$ cat config.mk
export PLATFORM = sky130hd
export DESIGN_NAME = digit_scan_mux
export DESIGN_NICKNAME = d
export VERILOG_FILES = /design/src/rtl/digit_scan_mux.sv
export SDC_FILE = /design/constraint.sdc
export NUM_CORES = 1
export LEC_CHECK = 0
export ABC_AREA = 1
export CORE_MARGIN = 2
export CORE_UTILIZATION = 40
export DETAILED_ROUTE_END_ITERATION = 10
export PLACE_DENSITY = 0.65
export SYNTH_ARGS = -nofsm -noshare
export SYNTH_HDL_FRONTEND = slang
export SYNTH_SLANG_ARGS = --single-unit
$ cat constraint.sdc
create_clock -name clk -period 1.5 [get_ports clk]
set_input_delay 0.225 -clock clk [delete_from_list [all_inputs] [get_ports clk]]
set_output_delay 0.225 -clock clk [all_outputs]
set_load 0.01 [all_outputs]
$ cat src/rtl/digit_scan_mux.sv
// Time-multiplexed scanner for a common-anode multi-digit display.
// It holds a tear-free shadow of the digit bus and applies leading-zero and per-digit blanking.
module digit_scan_mux #(
    parameter int NUM_DIGITS  = 4,
    parameter int DIGIT_W     = 4,
    parameter int REFRESH_DIV = 100000
) (
    input  logic                            clk,
    input  logic                            rst_n,
    input  logic [NUM_DIGITS*DIGIT_W-1:0]   digits_in,
    input  logic                            load,
    input  logic [NUM_DIGITS-1:0]           blank_mask,
    input  logic                            lz_suppress,
    output logic [DIGIT_W-1:0]              digit_out,
    output logic [NUM_DIGITS-1:0]           an,
    output logic [$clog2(NUM_DIGITS)-1:0]   digit_idx,
    output logic                            frame_done
);

    localparam int IDX_W = $clog2(NUM_DIGITS);
    localparam int CNT_W = $clog2(REFRESH_DIV);

    logic [CNT_W-1:0]              r_presc;
    logic [IDX_W-1:0]              r_idx;
    logic [NUM_DIGITS*DIGIT_W-1:0] r_shadow;
    logic                          r_wrap;
    logic [DIGIT_W-1:0]            r_digit_out;
    logic [NUM_DIGITS-1:0]         r_an;
    logic [IDX_W-1:0]              r_digit_idx;
    logic                          r_frame_done;

    logic                          w_tick;
    logic                          w_last_idx;
    logic [DIGIT_W-1:0]            w_digit [NUM_DIGITS];
    logic [NUM_DIGITS-1:0]         w_upper_zero;
    logic                          w_zero_run;
    logic [NUM_DIGITS-1:0]         w_blank;
    logic [DIGIT_W-1:0]            w_cur_digit;
    logic                          w_cur_blank;
    logic [NUM_DIGITS-1:0]         w_an_sel;

    assign w_tick     = (r_presc == CNT_W'(REFRESH_DIV - 1));
    assign w_last_idx = (r_idx == IDX_W'(NUM_DIGITS - 1));

    // Digit i is a leading zero when it and every more significant digit are zero.
    always_comb begin
        w_zero_run   = 1'b1;
        w_upper_zero = '0;
        w_blank      = '0;
        for (int i = 0; i < NUM_DIGITS; i++) begin
            w_digit[i] = r_shadow[i*DIGIT_W +: DIGIT_W];
        end
        for (int i = NUM_DIGITS - 1; i >= 0; i--) begin
            w_zero_run      = w_zero_run & (w_digit[i] == '0);
            w_upper_zero[i] = w_zero_run;
        end
        for (int i = 0; i < NUM_DIGITS; i++) begin
            w_blank[i] = blank_mask[i] | (lz_suppress & (i != 0) & w_upper_zero[i]);
        end
    end

    assign w_cur_digit = w_digit[r_idx];
    assign w_cur_blank = w_blank[r_idx];
    assign w_an_sel    = ~({{(NUM_DIGITS-1){1'b0}}, 1'b1} << r_idx);

    always_ff @(posedge clk) begin
        if (!rst_n) begin
            // NOTE: the shadow is a plain register and is cleared like the rest of the state,
            // so a reset display shows "0" instead of whatever was on the bus.
            r_presc      <= '0;
            r_idx        <= '0;
            r_shadow     <= '0;
            r_wrap       <= 1'b0;
            r_digit_out  <= '0;
            r_an         <= '1;
            r_digit_idx  <= '0;
            r_frame_done <= 1'b0;
        end else begin
            r_presc <= w_tick ? '0 : r_presc + CNT_W'(1);
            if (w_tick) begin
                r_idx <= w_last_idx ? '0 : r_idx + IDX_W'(1);
            end
            if (load) begin
                r_shadow <= digits_in;
            end
            // frame_done is delayed one stage so it lines up with digit 0 on the outputs.
            r_wrap       <= w_tick & w_last_idx;
            r_frame_done <= r_wrap;
            r_digit_idx  <= r_idx;
            r_digit_out  <= w_cur_blank ? '0 : w_cur_digit;
            r_an         <= w_cur_blank ? '1 : w_an_sel;
        end
    end

    assign digit_out  = r_digit_out;
    assign an         = r_an;
    assign digit_idx  = r_digit_idx;
    assign frame_done = r_frame_done;

endmodule
==> results of run 1 <==
==> flip-flops by register name, summed over array words and instances (netlist names) <==
signal and count:
r_presc 17, r_shadow 16, an 4, digit_out 4, digit_idx 2, r_idx 2
frame_done 1, r_wrap 1
==> worst register-to-register path, cell delays in order (launching register included) <==
cell,delay (ps)
dfxtp_1,360
inv_2,70
nand2_1,80
nor3_2,280
nand3_2,200
nand2_8,190
a21oi_1,60
==> area by class of cell <==
| type | count | area (um^2) |
|---|---|---|
| flip-flops and latches | 47 | 941 |
| fillers | 510 | 2350 |
| repair buffers | 46 | 455 |
| well taps | 70 | 87.6 |
| clock inverters | 2 | 60.1 |
| multi-input cells | 195 | 1030 |
| clock buffers | 6 | 72.6 |
| inverters | 37 | 139 |
==> Yosys cell counts <==
library cell  instances  area, um^2
dfxtp_1              47         941
nor2_1               42         158
nand2_1              41         154
inv_1                35         131
o21ai_0              26         130
a21oi_1              24         120
nor2_2               13        81.3
nand4_1              11        68.8
nand3_1               9        45.0
nor3_1                9        45.0
xor2_1                7        61.3
clkbuf_1              5        18.8
ha_1                  5        62.6
buf_2                 2        10.0
inv_2                 2        7.51
nand3_2               2        20.0
buf_12                1        20.0
buf_4                 1        7.51
nand2_2               1        6.26
nand2_4               1        11.3
nor3_2                1        10.0
o21a_1                1        7.51
or2_0                 1        6.26
xnor2_1               1        8.76
==> metrics by stage <==
step	power (mW)	setup WS, ps	cells	instance area, um^2	utilization (%)
detailed placement	1.56	17.7	395	2620	50.9
floorplan	1.45	138	288	2130	-
finish	2.60	131	403	2790	54.2
global route	2.73	5.76	403	2790	54.2
global placement	1.56	60.6	395	2620	50.9
CTS	2.63	88.7	403	2750	53.5
==> cells by family after synthesis <==
family          synth area share [%]
xor+xnor                        3.29
fa+ha+maj                       2.93
simple gates                    28.4
flops                           44.1
buf+inv                         9.16
compound gates                  12.1
==> metal layers <==
| metal | vias up | track usage [%] | part of all wire, % | routed length, um |
|---|---|---|---|---|
| li1 | 1009 | - | - | - |
| met1 | 847 | 22.2 | 51 | 2210 |
| met2 | 34 | 25.6 | 44 | 1930 |
| met3 | 5 | 4.12 | 3.5 | 152 |
| met4 | 0 | 5.54 | 1.3 | 57 |
| met5 | - | 0 | 0 | 0 |
==> final timing paths <==
| check | to | slack [ps] | cells after the start |
|---|---|---|---|
| setup / recovery | digit_idx[0] | 130 | 1 |
| hold / removal | frame_done | 420 | 2 |
| setup reg to reg | r_presc[13] | 140 | 6 |
| hold reg to reg | frame_done | 420 | 2 |
==> where the power goes <==
| part | switching (mW) | leakage, nW | internal, mW |
|---|---|---|---|
| combinational | 0.109 | 0.631 | 0.119 |
| clock | 0.405 | 0.0654 | 0.666 |
| sequential | 0.0165 | 0.384 | 1.29 |
==> qor.txt, run 1 <==
critical path's top delay family -> buffers and inverters
Std-Cell Core Area -> 5140 um^2
Yosys warning count -> 0
wire length per cell after detailed routing -> 10.8 um
final hold violations -> 0
worst vdd rail ir drop -> 0.393 mV
Power Density -> 934 nW/um^2
clock insertion delay at the later pin of the skew report -> 300 ps
Critical Path Fanout Max -> 1
global-route wire length before repair -> 7940 um
clock sink count -> 47
worst setup path class -> reg -> out
# H-tree levels -> 2
capturing element type of the critical path -> primary output
Final Net Count -> 361
RSZ-0062 raised after global routing -> no
number of design-rule violations left by the first detailed-router iteration -> 69
via count of the first global-routing pass -> 1755
relative slew slack -> 80.1%
DPL Wire Length -> 3260 um
Largest stage delay, worst path -> 540 ps
Mean Syn Cell Area -> 7.40 um^2
clock-pin transition on the worst setup and hold timing paths -> 80 ps
Final setup violation count -> 0
data required time at the worst endpoint -> 1270 ps
Critical path origin -> digit_idx[0]
total gr overflow -> 0
slowest library cell on the worst path -> clkdlybuf4s50_1
maximum number of pins on one net before global-route repair -> 29
post-synthesis sequential area ratio -> 44.1%
result of the run -> finished clean
flip-flop and latch count after synthesis -> 47
Placer Congestion -> 0.828
area growth from synthesis to final layout -> 30.8%
layout cells sized above 1 -> 13.5%
maximum clock frequency -> 0.730 GHz
Post-Syn Nets -> 317
number of max-slew violations in the final report -> 0
clock tree buffer depth -> 2
width of the die -> 77.0 um
arrival time reported for the critical path endpoint -> 1140 ps
number of iterations in the first detailed-routing pass -> 4
DRC errors left -> 0
launch point of the worst reg-to-reg path -> r_presc[5]
Startpoint Class -> flip-flop
Worst-Margin Slew -> 295 ps
number of antenna repair diodes -> 0
Critical Path, Cell by Cell -> clkdlybuf4s50_1
number of buffers added for setup after CTS -> 0
number of buffer and inverter instances along the worst setup path -> 1
initial cell density of the core -> 41.5%
number of distinct library cells after synthesis -> 24
Syn Std Cell Area -> 2130 um^2
via count -> 1895
via density per instance -> 4.70
FP Rows -> 26
clock buffers created by TritonCTS -> 5
global-route usage over all layers -> 16.4%
Die Outline Area -> 5930 um^2
Final Critical Period -> 1370 ps
max cap viols -> 0
Total Neg Setup Slack -> 0 ps
cells after synthesis -> 288
Post-Route Skew -> 7.17 ps
number of antenna violations at the first check in global routing -> 0
P_leak -> 1.08 nW
Gates resized, CTS repair -> 0
Total Wirelength -> 4350 um
leading cell type in the layout, fill and taps excluded -> dfxtp_1
startpoint of the lowest-slack hold path -> r_wrap
CTS tree -> yes
y dimension of the die -> 77.0 um
antenna-violating nets left -> 0
Worst Hold Slack -> 421 ps
Tcrit/Tclk final -> 91.3%
top library cells by usage in the layout, fill and taps aside -> dfxtp_1 (47), nor2_1 (40), nand2_1 (38), inv_1 (35), clkdlybuf4s50_1 (34)
io pins -> 35
count of buffers from port buffering -> 34
class of the most critical hold timing path -> reg -> reg
root buffer selected by CTS -> clkbuf_8
hold-fix buffer count after cts -> 0
Power figures use the tool's default switching activity.
==> run 2, diff against run 1 <==
Settings changed: CORE_ASPECT_RATIO set to 0.7.
==> qor.txt, run 2 (synthesis gave the netlist of run 1 again) <==
result of the run -> finished clean
utilization after layout -> 52.3%
Critical path origin -> r_presc[9]
CTS tree -> yes
RSZ-0062 raised after global routing -> no
Final setup violation count -> 0
launch point of the worst reg-to-reg path -> r_presc[9]
Most Frequent Cell on Critical Path -> nand3_2
leading cell type in the layout, fill and taps excluded -> dfxtp_1
Critical Path Fanout Max -> 16
post-layout total power -> 2.35 mW
Tcrit/Tclk final -> 92.7%
critical path's top delay family -> simple AND/OR/NAND/NOR gates
maximum clock frequency -> 0.719 GHz
P_int -> 1.82 mW
Power Density -> 863 nW/um^2
root buffer selected by CTS -> clkbuf_8
clock tree buffer depth -> 2
number of buffer and inverter instances along the worst setup path -> 1
initial cell density of the core -> 41.0%
max cap viols -> 0
final cell count without fillers -> 403
number of design-rule violations left by the first detailed-router iteration -> 109
slowest library cell on the worst path -> dfxtp_1
largest reg by FF count -> r_presc
wire length per cell after detailed routing -> 11.1 um
Critical Path, Cell by Cell -> nand2_2 -> inv_2 -> nand3_2 -> nor2_2 -> nand3_2 -> nand2_8 -> a21oi_1
Die Outline Area -> 5940 um^2
number of antenna repair diodes -> 0
endpoint of the worst setup timing path -> r_presc[14]
layout cells sized above 1 -> 12.4%
worst setup path class -> reg -> reg
sw frac -> 22.5%
reg2reg path depth -> 7
Std-Cell Core Area -> 5200 um^2
top flop regs -> r_presc (17), r_shadow (16)
FP Rows -> 22
P_leak -> 1.05 nW
# H-tree levels -> 2
number of iterations in the first detailed-routing pass -> 4
class of the most critical hold timing path -> reg -> reg
clock network fraction of design power -> 35.0%
total gr overflow -> 0
via count -> 1876
Total Neg Setup Slack -> 0 ps
Post-Route Skew -> 5.41 ps
Placer Congestion -> 0.834
clock buffers created by TritonCTS -> 5
power share of the sequential group -> 55.6%
DRC errors left -> 0
y dimension of the die -> 65.1 um
post-placement worst setup slack -> 22.9 ps
final hold violations -> 0
count of buffers from port buffering -> 34
global-route usage over all layers -> 16.6%
number of max-slew violations in the final report -> 0
capturing element type of the critical path -> flip-flop
width of the die -> 91.3 um
DPL Wire Length -> 3380 um
hold-fix buffer count after cts -> 0
Largest stage delay, worst path -> 420 ps
via density per instance -> 4.66
top library cells by usage in the layout, fill and taps aside -> dfxtp_1 (47), nor2_1 (40), nand2_1 (39), inv_1 (35), clkdlybuf4s50_1 (34)
Total Wirelength -> 4480 um
post-placement cell count -> 395
antenna-violating nets left -> 0
FF-to-FF End -> r_presc[14]
Switching Power -> 0.529 mW
arrival time reported for the critical path endpoint -> 1580 ps
Final Net Count -> 359
clock-pin transition on the worst setup and hold timing paths -> 80 ps
min setup slack post-route -> 109 ps
Worst-Margin Slew -> 611 ps
number of buffers added for setup after CTS -> 0
data required time at the worst endpoint -> 1690 ps
area growth from synthesis to final layout -> 27.7%
clock insertion delay at the later pin of the skew report -> 300 ps
number of antenna violations at the first check in global routing -> 0
Startpoint Class -> flip-flop
relative slew slack -> 59.2%
startpoint of the lowest-slack hold path -> r_wrap
Final Critical Period -> 1390 ps
via count of the first global-routing pass -> 1659
number of flip-flops in the largest register -> 17
io pins -> 35
worst setup slack for register-to-register paths -> 110 ps
Critical Path Stages -> 7
worst vdd rail ir drop -> 0.413 mV
maximum number of pins on one net before global-route repair -> 29
global-route wire length before repair -> 7720 um
Combinational Power Share -> 9.4%
clock sink count -> 47
[run 2: cell types whose count changed in the layout (fill, tap and decap cells not counted), sizes merged]
cell and change:
buf -2, bufinv -2, clkbuf +2
[run 2: worst min-delay path, delay by kind of cell, from the launching register on]
kind                   cells  cell delay (ps)
buffers and inverters      1               40
DFF                        1              310
and+or+nand+nor            1               50
[run 2: final cells by class]
class / count / area [um^2]
repair buffers: 44 / 428
inverters: 37 / 139
clock buffers: 8 / 100
well taps: 72 / 90.1
flip-flops and latches: 47 / 941
multi-input cells: 195 / 1020
fillers: 499 / 2480
[run 2: per-layer routing]
metal	up-vias	global-route usage, %	wire, um
met3	8	3.72	246
li1	1006	-	-
met5	-	0	0
met4	0	6.25	69
met1	819	25.8	2460
met2	43	21.6	1700
[run 2: worst min path at each step]
stage	end	slack, ps	depth (start not counted)
after floorplan	r_shadow[13]	360	2
after global placement	frame_done	400	2
after detailed placement	frame_done	410	2
after CTS	frame_done	430	2
after global routing	frame_done	460	2
final	frame_done	420	2
[run 2: metrics by stage]
step	hold slack [ps]	area [um^2]
after floorplan	360	2130
after global placement	397	2590
after detailed placement	406	2590
after CTS	427	2690
after global routing	462	2720
final	421	2720
[run 2: power groups by stage]
stage	clock network, mW	logic [mW]	registers [mW]
floorplan	0	0.116	1.33
global placement	0	0.218	1.34
detailed placement	0	0.219	1.34
CTS	0.849	0.220	1.31
global route	0.928	0.247	1.31
finish	0.823	0.220	1.31
[run 2: repair_timing]
item                                    in CTS  in global routing
hold endpoints to repair                     0                  0
gates resized for setup                      0                  7
endpoints found under the setup margin       0                 16
